## config.mk

```make
export PLATFORM = sky130hd
export DESIGN_NAME = ps2_cmd_ctrl
export DESIGN_NICKNAME = d
export VERILOG_FILES = /design/src/rtl/ps2_cmd_pkg.sv /design/src/rtl/ps2_cmd_timer.sv /design/src/rtl/ps2_cmd_ctrl.sv
export SDC_FILE = /design/constraint.sdc
export NUM_CORES = 1
export LEC_CHECK = 0
export CAP_MARGIN = 20
export CORE_MARGIN = 3
export CORE_UTILIZATION = 47
export CTS_CLUSTER_DIAMETER = 80
export DETAILED_ROUTE_END_ITERATION = 10
export GPL_TIMING_DRIVEN = 0
export PLACE_DENSITY = 0.86
export SLEW_MARGIN = 20
export SYNTH_ARGS = -nofsm -noshare
export SYNTH_HDL_FRONTEND = slang
export SYNTH_HIERARCHICAL = 1
export SYNTH_SLANG_ARGS = --single-unit
export TNS_END_PERCENT = 20
```

## constraint.sdc

```tcl
create_clock -name clk -period 3.2 [get_ports clk]
set_input_delay 0.32 -clock clk [delete_from_list [all_inputs] [get_ports clk]]
set_output_delay 0.32 -clock clk [all_outputs]
set_load 0.005 [all_outputs]
```

## src/rtl/ps2_cmd_pkg.sv

```systemverilog
// Shared byte codes, error codes and FSM encoding for the PS/2 command sequencer.
package ps2_cmd_pkg;

  localparam logic [7:0] ACK       = 8'hFA;
  localparam logic [7:0] RESEND    = 8'hFE;
  localparam logic [7:0] RESET_CMD = 8'hFF;
  localparam logic [7:0] BAT_OK    = 8'hAA;
  localparam logic [7:0] BAT_FAIL  = 8'hFC;

  localparam logic [1:0] ERR_NONE    = 2'b00;
  localparam logic [1:0] ERR_RETRY   = 2'b01;
  localparam logic [1:0] ERR_TIMEOUT = 2'b10;
  localparam logic [1:0] ERR_BAT     = 2'b11;

  typedef enum logic [2:0] {
    ST_IDLE,
    ST_SEND,
    ST_WAIT_TX,
    ST_WAIT_ACK,
    ST_DONE,
    ST_ERR,
    ST_INIT,
    ST_BAT_WAIT
  } state_e;

  // Which byte the single SEND state puts on the wire.
  typedef enum logic [1:0] {
    SEL_CMD,
    SEL_ARG,
    SEL_RST
  } sel_e;

endpackage

```

## src/rtl/ps2_cmd_timer.sv

```systemverilog
// Loadable down-counter; expired is high during the last enabled cycle of a wait window.
module ps2_cmd_timer #(
  parameter int unsigned TIMEOUT_CYCLES = 2000000
) (
  input  logic clk,
  input  logic reset,
  input  logic load,
  input  logic enable,
  output logic expired
);

  localparam int unsigned W = $clog2(TIMEOUT_CYCLES + 1);

  logic [W-1:0] cnt_q, cnt_d;

  always_comb begin
    cnt_d = cnt_q;
    if (load) begin
      cnt_d = W'(TIMEOUT_CYCLES);
    end else if (enable && cnt_q != '0) begin
      cnt_d = cnt_q - W'(1);
    end
  end

  always_ff @(posedge clk or posedge reset) begin
    if (reset) begin
      cnt_q <= '0;
    end else begin
      cnt_q <= cnt_d;
    end
  end

  // Window of exactly TIMEOUT_CYCLES cycles counted from the loading edge.
  assign expired = enable && (cnt_q == W'(1));

endmodule

```

## src/rtl/ps2_cmd_ctrl.sv

```systemverilog
// PS/2 command sequencer: strobes bytes to the transceiver, handles ACK/RESEND/timeout, forwards scan codes.
// Define PS2_CMD_BAT_EN to send a device reset (0xFF) and check BAT after reset.
module ps2_cmd_ctrl
  import ps2_cmd_pkg::*;
#(
  parameter int unsigned TIMEOUT_CYCLES = 2000000,
  parameter int unsigned MAX_RETRY      = 3
) (
  input  logic       clk,
  input  logic       reset,
  input  logic       cmd_valid,
  output logic       cmd_ready,
  input  logic [7:0] cmd_byte,
  input  logic       cmd_has_arg,
  input  logic [7:0] cmd_arg,
  output logic       done_tick,
  output logic       err_tick,
  output logic [1:0] err_code,
  output logic       w_enable,
  output logic [7:0] ps2_din,
  input  logic       tx_done_tick,
  input  logic       rx_done_tick,
  input  logic [7:0] rx_data,
  output logic       scan_valid,
  output logic [7:0] scan_code
);

  localparam int unsigned RW = $clog2(MAX_RETRY + 1);

`ifdef PS2_CMD_BAT_EN
  localparam state_e RESET_STATE = ST_INIT;
`else
  localparam state_e RESET_STATE = ST_IDLE;
`endif

  state_e          state_q, state_d;
  sel_e            sel_q, sel_d;
  logic [RW-1:0]   retry_q, retry_d;
  logic [7:0]      cmd_q, cmd_d, arg_q, arg_d;
  logic            has_arg_q, has_arg_d;
  logic [1:0]      err_code_q, err_code_d;
  logic            ready_q;
  logic            scan_valid_q;
  logic [7:0]      scan_code_q;
  logic            fwd;
  logic            is_ack, is_resend;
  logic            tmr_load, tmr_en, tmr_expired;
  logic [1:0]      tmo_code, retry_code;

  assign is_ack    = rx_done_tick && (rx_data == ACK);
  assign is_resend = rx_done_tick && (rx_data == RESEND);
  assign tmo_code   = (sel_q == SEL_RST) ? ERR_BAT : ERR_TIMEOUT;
  assign retry_code = (sel_q == SEL_RST) ? ERR_BAT : ERR_RETRY;

  always_comb begin
    state_d    = state_q;
    sel_d      = sel_q;
    retry_d    = retry_q;
    cmd_d      = cmd_q;
    arg_d      = arg_q;
    has_arg_d  = has_arg_q;
    err_code_d = err_code_q;
    fwd        = rx_done_tick;
    case (state_q)
      ST_IDLE: begin
        if (cmd_valid && ready_q) begin
          cmd_d     = cmd_byte;
          arg_d     = cmd_arg;
          has_arg_d = cmd_has_arg;
          sel_d     = SEL_CMD;
          retry_d   = '0;
          state_d   = ST_SEND;
        end
      end
      ST_SEND: state_d = ST_WAIT_TX;
      ST_WAIT_TX: begin
        if (tx_done_tick) begin
          state_d = ST_WAIT_ACK;
        end else if (tmr_expired) begin
          err_code_d = tmo_code;
          state_d    = ST_ERR;
        end
      end
      ST_WAIT_ACK: begin
        // A response arriving in the expiry cycle takes priority over the timeout.
        if (is_ack) begin
          fwd = 1'b0;
          if (sel_q == SEL_CMD && has_arg_q) begin
            sel_d   = SEL_ARG;
            retry_d = '0;
            state_d = ST_SEND;
          end else if (sel_q == SEL_RST) begin
            state_d = ST_BAT_WAIT;
          end else begin
            state_d = ST_DONE;
          end
        end else if (is_resend) begin
          fwd = 1'b0;
          if (retry_q < RW'(MAX_RETRY)) begin
            retry_d = retry_q + RW'(1);
            state_d = ST_SEND;
          end else begin
            err_code_d = retry_code;
            state_d    = ST_ERR;
          end
        end else if (tmr_expired) begin
          err_code_d = tmo_code;
          state_d    = ST_ERR;
        end
      end
`ifdef PS2_CMD_BAT_EN
      ST_INIT: begin
        sel_d   = SEL_RST;
        retry_d = '0;
        state_d = ST_SEND;
      end
      ST_BAT_WAIT: begin
        if (rx_done_tick && rx_data == BAT_OK) begin
          fwd     = 1'b0;
          state_d = ST_DONE;
        end else if ((rx_done_tick && rx_data == BAT_FAIL) || tmr_expired) begin
          fwd        = 1'b0;
          err_code_d = ERR_BAT;
          state_d    = ST_ERR;
        end
      end
`endif
      ST_DONE: state_d = ST_IDLE;
      ST_ERR:  state_d = ST_IDLE;
      default: state_d = ST_IDLE;
    endcase
  end

  assign tmr_en   = (state_q inside {ST_WAIT_TX, ST_WAIT_ACK, ST_BAT_WAIT});
  assign tmr_load = (state_d != state_q) && (state_d inside {ST_WAIT_TX, ST_WAIT_ACK, ST_BAT_WAIT});

  ps2_cmd_timer #(.TIMEOUT_CYCLES(TIMEOUT_CYCLES)) u_timer (
    .clk     (clk),
    .reset   (reset),
    .load    (tmr_load),
    .enable  (tmr_en),
    .expired (tmr_expired)
  );

  always_ff @(posedge clk or posedge reset) begin
    if (reset) begin
      state_q      <= RESET_STATE;
      sel_q        <= SEL_CMD;
      retry_q      <= '0;
      cmd_q        <= '0;
      arg_q        <= '0;
      has_arg_q    <= 1'b0;
      err_code_q   <= ERR_NONE;
      ready_q      <= 1'b0;
      scan_valid_q <= 1'b0;
      scan_code_q  <= '0;
    end else begin
      state_q      <= state_d;
      sel_q        <= sel_d;
      retry_q      <= retry_d;
      cmd_q        <= cmd_d;
      arg_q        <= arg_d;
      has_arg_q    <= has_arg_d;
      err_code_q   <= err_code_d;
      ready_q      <= (state_d == ST_IDLE);
      scan_valid_q <= rx_done_tick && fwd;
      if (rx_done_tick && fwd) begin
        scan_code_q <= rx_data;
      end
    end
  end

  always_comb begin
    ps2_din = 8'h00;
    if (state_q == ST_SEND) begin
      case (sel_q)
        SEL_ARG: ps2_din = arg_q;
        SEL_RST: ps2_din = RESET_CMD;
        default: ps2_din = cmd_q;
      endcase
    end
  end

  assign cmd_ready  = ready_q;
  assign w_enable   = (state_q == ST_SEND);
  assign done_tick  = (state_q == ST_DONE);
  assign err_tick   = (state_q == ST_ERR);
  assign err_code   = err_code_q;
  assign scan_valid = scan_valid_q;
  assign scan_code  = scan_code_q;

endmodule
```

==> results of run 1 <==
## registers in the layout, summed over array words and instances (netlist names)
signal / cells
u_timer/cnt_q: 21
arg_q: 8
cmd_q: 8
scan_code: 8
state_q: 3
err_code: 2
retry_q: 2
cmd_ready: 1
has_arg_q: 1
scan_valid: 1
sel_q: 1
## worst max-delay path by stage
stage / from / endpoint / slack (ns) / cells after the start
after floorplan: u_timer/cnt_q[3] / u_timer/cnt_q[0] / 0.06 / 11
after global placement: u_timer/cnt_q[7] / u_timer/cnt_q[0] / -0.62 / 11
after detailed placement: u_timer/cnt_q[7] / u_timer/cnt_q[3] / -0.70 / 12
after CTS: u_timer/cnt_q[4] / u_timer/cnt_q[3] / 0.03 / 11
after global routing: u_timer/cnt_q[3] / u_timer/cnt_q[9] / -0.01 / 11
final: u_timer/cnt_q[3] / u_timer/cnt_q[3] / 0.18 / 11
## cells by family (layout without fill, tap and decap cells)
kind of cell	count (synthesis)	in the layout	synth area share
AOI/OAI and AO/OA	47	47	0.106
xor gates and xnor gates	7	7	0.0207
adders and majority gates	4	4	0.0169
buffers and inverters	21	86	0.0360
DFF	56	56	0.474
muxes	35	35	0.140
and+or+nand+nor	97	97	0.207
## metal layers
layer  wire [um]  GRT usage
met5           0          0
met4          95     0.0791
met3         295     0.0408
met2        3150      0.313
met1        2590      0.214
## Yosys cell counts, types with 2 or more instances
master     n  share of area
mux2_4     8          0.041
buf_4      2         0.0051
nor2b_1    3         0.0063
buf_6      2         0.0076
or3_1      7          0.015
dfrtp_1   56           0.47
nor4_2     2         0.0085
and3b_1    2         0.0059
clkbuf_1   3         0.0038
mux2_2    18          0.069
nor3_1     8          0.014
a21oi_1   11          0.019
nor4_1     5          0.011
mux2i_1    9          0.030
a31oi_1    3         0.0063
nand2b_1   6          0.013
nand3_2    2         0.0068
and2_1     2         0.0042
o21ai_1    2         0.0034
xnor2_1    3         0.0089
nand3b_1   3         0.0076
nand2_1   12          0.015
or4_1      7          0.018
buf_2      4         0.0068
and3_1     3         0.0063
xor2_1     4          0.012
o21ai_0   11          0.019
nand3_1    3         0.0051
inv_1     10          0.013
o31ai_1    5          0.013
nor2_1    20          0.025
o22ai_1    2         0.0042
ha_1       4          0.017
## worst register-to-register path, cell delays in order, from the launching register on
cell and delay (ns):
dfrtp_2 0.46, nor4_4 0.34, nand4_2 0.17, buf_4 0.20
or3_4 0.39, nor3_4 0.22, o22ai_1 0.14, a211o_1 0.28
a211oi_4 0.31, buf_8 0.17, buf_4 0.17, nor2_1 0.06
## per-stage QoR
| stage | TNS (ns) | hold slack (ns) | std cells |
|---|---|---|---|
| after global placement | -7.99 | 0.475 | 393 |
| after detailed placement | -9.43 | 0.488 | 393 |
| after CTS | 0 | 0.437 | 402 |
| final | 0 | 0.454 | 407 |
| after global routing | -0.0214 | 0.447 | 407 |
| after floorplan | 0 | 0.297 | 267 |
## power groups by stage
stage | combinational, W | sequential [W] | clock, W
2_1_floorplan | 0.000533 | 0.000920 | 0
3_3_place_gp | 0.000704 | 0.000937 | 0
3_5_place_dp | 0.000735 | 0.000944 | 0
4_1_cts | 0.000778 | 0.000933 | 0.000403
5_1_grt | 0.000910 | 0.000955 | 0.000434
6_report | 0.000822 | 0.000939 | 0.000394
## what timing repair did
action,4_1_cts,5_1_grt
resized for setup,8,8
hold endpoints to repair,0,0
endpoints found under the setup margin,19,18
pin swaps,2,4
buffers inserted,1,5
## layout make-up
cell class | count | area (sq um) | share of cell area
flip-flops and latches | 56 | 1400 | 0.373
clock inverters | 3 | 23.8 | 0.00632
multi-input cells | 190 | 1490 | 0.397
plain buffers | 11 | 86.3 | 0.0230
well taps | 75 | 93.8 | 0.0250
inverters | 10 | 37.5 | 0.00998
repair buffers | 57 | 556 | 0.148
clock buffers | 5 | 68.8 | 0.0183
==> reports/metrics.cfg, run 1 <==
[status]
result_of_the_run=finished clean

[logic_synthesis]
synth-async-reset-ratio=1.00
syn_nets=301
ys.flop_type=dfrtp_1
post_synth_num_cell_types=58
syn_area_per_cell_sq_um=11.1
synth.ff_latch_count=56
netlist_instances=267
synth_enable_flop_cells=0
syn_area_sq_um=2960
synth-warning-count=6
share_of_synthesized_area_occupied_by_flip_flops_and_latches=0.474

[clocking]
cts_hold_repair.buffers=0
cts_inserted_buffers=5
cts_tree=built
cts_root_buffer=clkbuf_8
clock_tree.htree_level_count=2
clock_insertion_delay_worst_skew_ns=0.32
cts.sink_count=56
clock_tree.buffer_depth=2
clk_pin_slew_worst_paths_ns=0.10

[power]
max-vdd-ir-drop_v=0.000297
switching_power_w=0.000762
power.density_nw_per_um2=573
power.share.combinational=0.381
power.total_w=0.00216
cellLeakagePower_nw=1.53
sequentialPowerShare=0.436
p_int_w=0.00139
share_clk_of_total_power=0.183
power.switching_fraction=0.353

[global_route]
sum_of_overflow_across_all_layers_after_global_routing=0
antenna_found_initial=0
grt_pass1_wl_um=10700
grt_max_degree=36
globalRouteTotalUtil=0.181
grt_pass1_vias=2405

[detailed_routing]
post_drt_wl_per_cell_um=15.1
via_per_inst=5.61
drt.antenna.violating_nets=0
drc=0
drt_iter0_markers=141
first_pass_iters=4
wl_um=6130
dr_total_vias=2285

[layout]
area.growth.synth_to_final_pct=27.1
layout.cells.most_common_list=dfrtp_1 (55), clkdlybuf4s50_1 (51), nor2_1 (20)
final_nets=365
n_antenna_cell=0
final.fill_count=460
finish.instance_area_sq_um=3760
mostFrequentLayoutCell=dfrtp_1
fraction_of_final_layout_cells_sized_beyond_drive_strength_1=0.217
final_util=0.628

[floorplan]
placeableCoreArea_sq_um=5990
placementRows=28
floorplan.initialDensity=0.494
die_width_um=85.3
pin_count=53
floorplan.die_area_sq_um=7280
die-height_um=85.3

[place]
port_buffer_count=51
place.detailed.hpwl_um=4480
placedInstanceArea_sq_um=3570
post-place-ws_ns=-0.700
place.gp.congestion=0.854

[critical_path]
worstReg2RegEnd=u_timer/cnt_q[3]
worst_path_dominant_cell_family=simple AND/OR/NAND/NOR gates
critical_path_buf_inv_count=3
timing.reg2reg.worst_path_depth=11
cell_chain_of_the_critical_path=nor4_4 -> nand4_2 -> buf_4 -> or3_4 -> nor3_4 -> o22ai_1 -> a211o_1 -> a211oi_4 -> buf_8 -> buf_4 -> nor2_1
critical_path.reg2reg.startpoint=u_timer/cnt_q[3]
max_stage_delay_ns=0.46
end_kind=flip-flop
critical_path_required_ns=3.41
critical_path.max_fanout=10
arrival_ns=3.23
crit_path_frequent_cell=buf_4
timing.reg2reg.setup_slack_ns=0.18
critical_path.slowest_cell=dfrtp_2
startpoint_types=flip-flop
criticalPathCategory=flip-flop to flip-flop

[timing]
clock.fmax_ghz=0.332
finalHoldViolCount=0
finalMaxSlewViolations=0
layout_worst_path_cycle_share=0.943
max_slew_margin_vs_limit=0.463
final-setup-viol-count=0
worst_slack_ns=0.183
timing_worst_slew_pin_value_ns=0.804
timing.clock.skew_ns=0.00778
layout_min_cycle_time_ns=3.02

[run]
max-cap-violations=0

[min_path]
holdCritPathClass=input port to async pin

No activity file was read; power rests on OpenSTA's default activity.
==> run 2: changes to the inputs <==
--- a/config.mk
+++ b/config.mk
@@ -6,12 +6,12 @@
 export NUM_CORES = 1
 export LEC_CHECK = 0
 export CAP_MARGIN = 20
-export CORE_MARGIN = 3
+export CORE_MARGIN = 2
 export CORE_UTILIZATION = 47
 export CTS_CLUSTER_DIAMETER = 80
 export DETAILED_ROUTE_END_ITERATION = 10
 export GPL_TIMING_DRIVEN = 0
-export PLACE_DENSITY = 0.86
+export PLACE_DENSITY = 0.75
 export SLEW_MARGIN = 20
 export SYNTH_ARGS = -nofsm -noshare
 export SYNTH_HDL_FRONTEND = slang
==> reports/metrics.cfg, run 2 (synthesized netlist as in run 1, its figures left out) <==
[status]
result_of_the_run=finished clean  ; unchanged

[detailed_routing]
post_drt_wl_per_cell_um=15.7  ; was 15.1 um
dr_total_vias=2331  ; was 2,285
drt_iter0_markers=95  ; was 141
drt.antenna.violating_nets=0  ; unchanged
via_per_inst=5.69  ; was 5.61
first_pass_iters=4  ; unchanged
drc=0  ; unchanged
wl_um=6440  ; was 6130 um

[floorplan]
placementRows=28  ; unchanged
pin_count=53  ; unchanged
placeableCoreArea_sq_um=5990  ; unchanged
die-height_um=83.3  ; was 85.3 um
floorplan.initialDensity=0.494  ; unchanged
die_width_um=83.3  ; was 85.3 um
floorplan.die_area_sq_um=6940  ; was 7280 sq um

[global_route]
sum_of_overflow_across_all_layers_after_global_routing=0  ; unchanged
grt_pass1_vias=2305  ; was 2,405
globalRouteTotalUtil=0.189  ; was 0.181
grt_pass1_wl_um=10800  ; was 10,700 um
antenna_found_initial=0  ; unchanged
grt_max_degree=36  ; unchanged

[timing]
layout_min_cycle_time_ns=3.08  ; was 3.02 ns
finalHoldViolCount=0  ; unchanged
clock.fmax_ghz=0.325  ; was 0.332 GHz
final-setup-viol-count=0  ; unchanged
max_slew_margin_vs_limit=0.472  ; was 0.463
worst_slack_ns=0.120  ; was 0.183 ns
timing_worst_slew_pin_value_ns=0.792  ; was 0.804 ns
timing.clock.skew_ns=0.0106  ; was 0.00778 ns
finalMaxSlewViolations=0  ; unchanged
layout_worst_path_cycle_share=0.962  ; was 0.943
timing.setup.tns_ns=0  ; unchanged

[critical_path]
arrival_ns=3.28  ; was 3.23 ns
criticalPathCategory=flip-flop to flip-flop  ; unchanged
startpoint_types=flip-flop  ; unchanged
end_kind=flip-flop  ; unchanged
critical_path.max_fanout=10  ; unchanged
critical_path_required_ns=3.40  ; was 3.41 ns

[clocking]
cts_root_buffer=clkbuf_8  ; unchanged
clock_tree.buffer_depth=2  ; unchanged
clock_insertion_delay_worst_skew_ns=0.32  ; about the same
clock_tree.htree_level_count=2  ; unchanged
cts_tree=built  ; unchanged
cts_inserted_buffers=5  ; unchanged
clk_pin_slew_worst_paths_ns=0.10  ; about the same
cts.sink_count=56  ; unchanged

[power]
power.density_nw_per_um2=583  ; was 573 nW/um^2
cellLeakagePower_nw=1.56  ; was 1.53 nW
max-vdd-ir-drop_v=0.000345  ; was 0.000297 V

[layout]
largest_register_ff_count=21  ; unchanged
area.growth.synth_to_final_pct=28.7  ; was 27.1%
largest_register=u_timer/cnt_q  ; unchanged
layout.cells.most_common_list=dfrtp_1 (54), clkdlybuf4s50_1 (51), nor2_1 (20)  ; was dfrtp_1 (55), clkdlybuf4s50_1 (51), nor2_1 (20)
n_antenna_cell=0  ; unchanged
final.fill_count=476  ; was 460
mostFrequentLayoutCell=dfrtp_1  ; unchanged
fraction_of_final_layout_cells_sized_beyond_drive_strength_1=0.227  ; was 0.217
final_nets=368  ; was 365
finish.instance_area_sq_um=3810  ; was 3760 sq um
final_util=0.635  ; was 0.628

[place]
place.gp.congestion=0.868  ; was 0.854
place.detailed.hpwl_um=4410  ; was 4480 um
placedInstanceArea_sq_um=3570  ; unchanged
port_buffer_count=51  ; unchanged
post-place-ws_ns=-0.692  ; was -0.700 ns

[min_path]
holdCritPathClass=input port to flip-flop  ; was input port to async pin

[run]
max-cap-violations=0  ; unchanged

[run 2: cell types whose count changed in the layout (fill, tap and decap cells not counted), sizes merged]
cell      change
buf           +2
clkbuf        +1
clkinvlp      -2
inv           +2
[run 2: routing by layer]
metal | track usage | vias to the layer above | part of all wire
met4 | 0.0522 | 0 | 0.0098
met3 | 0.0398 | 6 | 0.042
met2 | 0.323 | 58 | 0.52
met1 | 0.242 | 1160 | 0.43
met5 | 0 | - | 0
li1 | - | 1107 | -
[run 2: what timing repair did]
action / in CTS / in global routing
setup buffers: 2 / 6
gates cloned: 0 / 1
endpoints found under the setup margin: 19 / 11
hold buffers: 0 / 0
gates resized for setup: 8 / 10
pin swaps: 3 / 5
[run 2: worst max-delay path, cell delays in order, from the launching register on]
cell and delay, ns:
dfrtp_2 0.47, nor4_4 0.35, nand4_2 0.15, buf_4 0.19, or3_4 0.39, nor3_4 0.27
o22ai_1 0.13, a211o_1 0.28, a211oi_4 0.35, buf_8 0.16, buf_4 0.17, a21oi_1 0.05
[run 2: report_power, final]
group	total (W)	switching (W)	internal, W
clock network	0.000413	0.000251	0.000162
logic	0.000871	0.000424	0.000446
registers	0.000936	0.000110	0.000825
total	0.00222	0.000786	0.00143
[run 2: stage by stage]
step                power [W]  hold WS [ns]  cells
floorplan             0.00145         0.297    267
global placement      0.00165         0.485    393
detailed placement    0.00167         0.481    393
CTS                   0.00214         0.419    403
global route          0.00237         0.479    410
finish                0.00222         0.433    410
[run 2: final timing paths]
kind / slack, ns / startpoint / to / depth (start not counted)
setup reg to reg: 0.12 / u_timer/cnt_q[4] / u_timer/cnt_q[5] / 11
hold / removal: 0.43 / rx_data[2] / err_code[0] / 3
min in group asynchronous: 0.47 / reset / arg_q[4] / 2
hold reg to reg: 0.51 / err_code[1] / err_code[1] / 1
max in group asynchronous: 2.15 / reset / u_timer/cnt_q[4] / 2
setup / recovery: 0.12 / u_timer/cnt_q[4] / u_timer/cnt_q[5] / 11
[run 2: area by class of cell]
class | instances | area (sq um) | share of cell area
Multi-Input combinational cell | 190 | 1490 | 0.393
Sequential cell | 56 | 1400 | 0.369
Timing Repair Buffer | 60 | 596 | 0.156
Tap cell | 75 | 93.8 | 0.0247
Buffer | 11 | 86.3 | 0.0227
Clock buffer | 5 | 68.8 | 0.0181
Inverter | 10 | 37.5 | 0.00986
Clock inverter | 3 | 26.3 | 0.00690
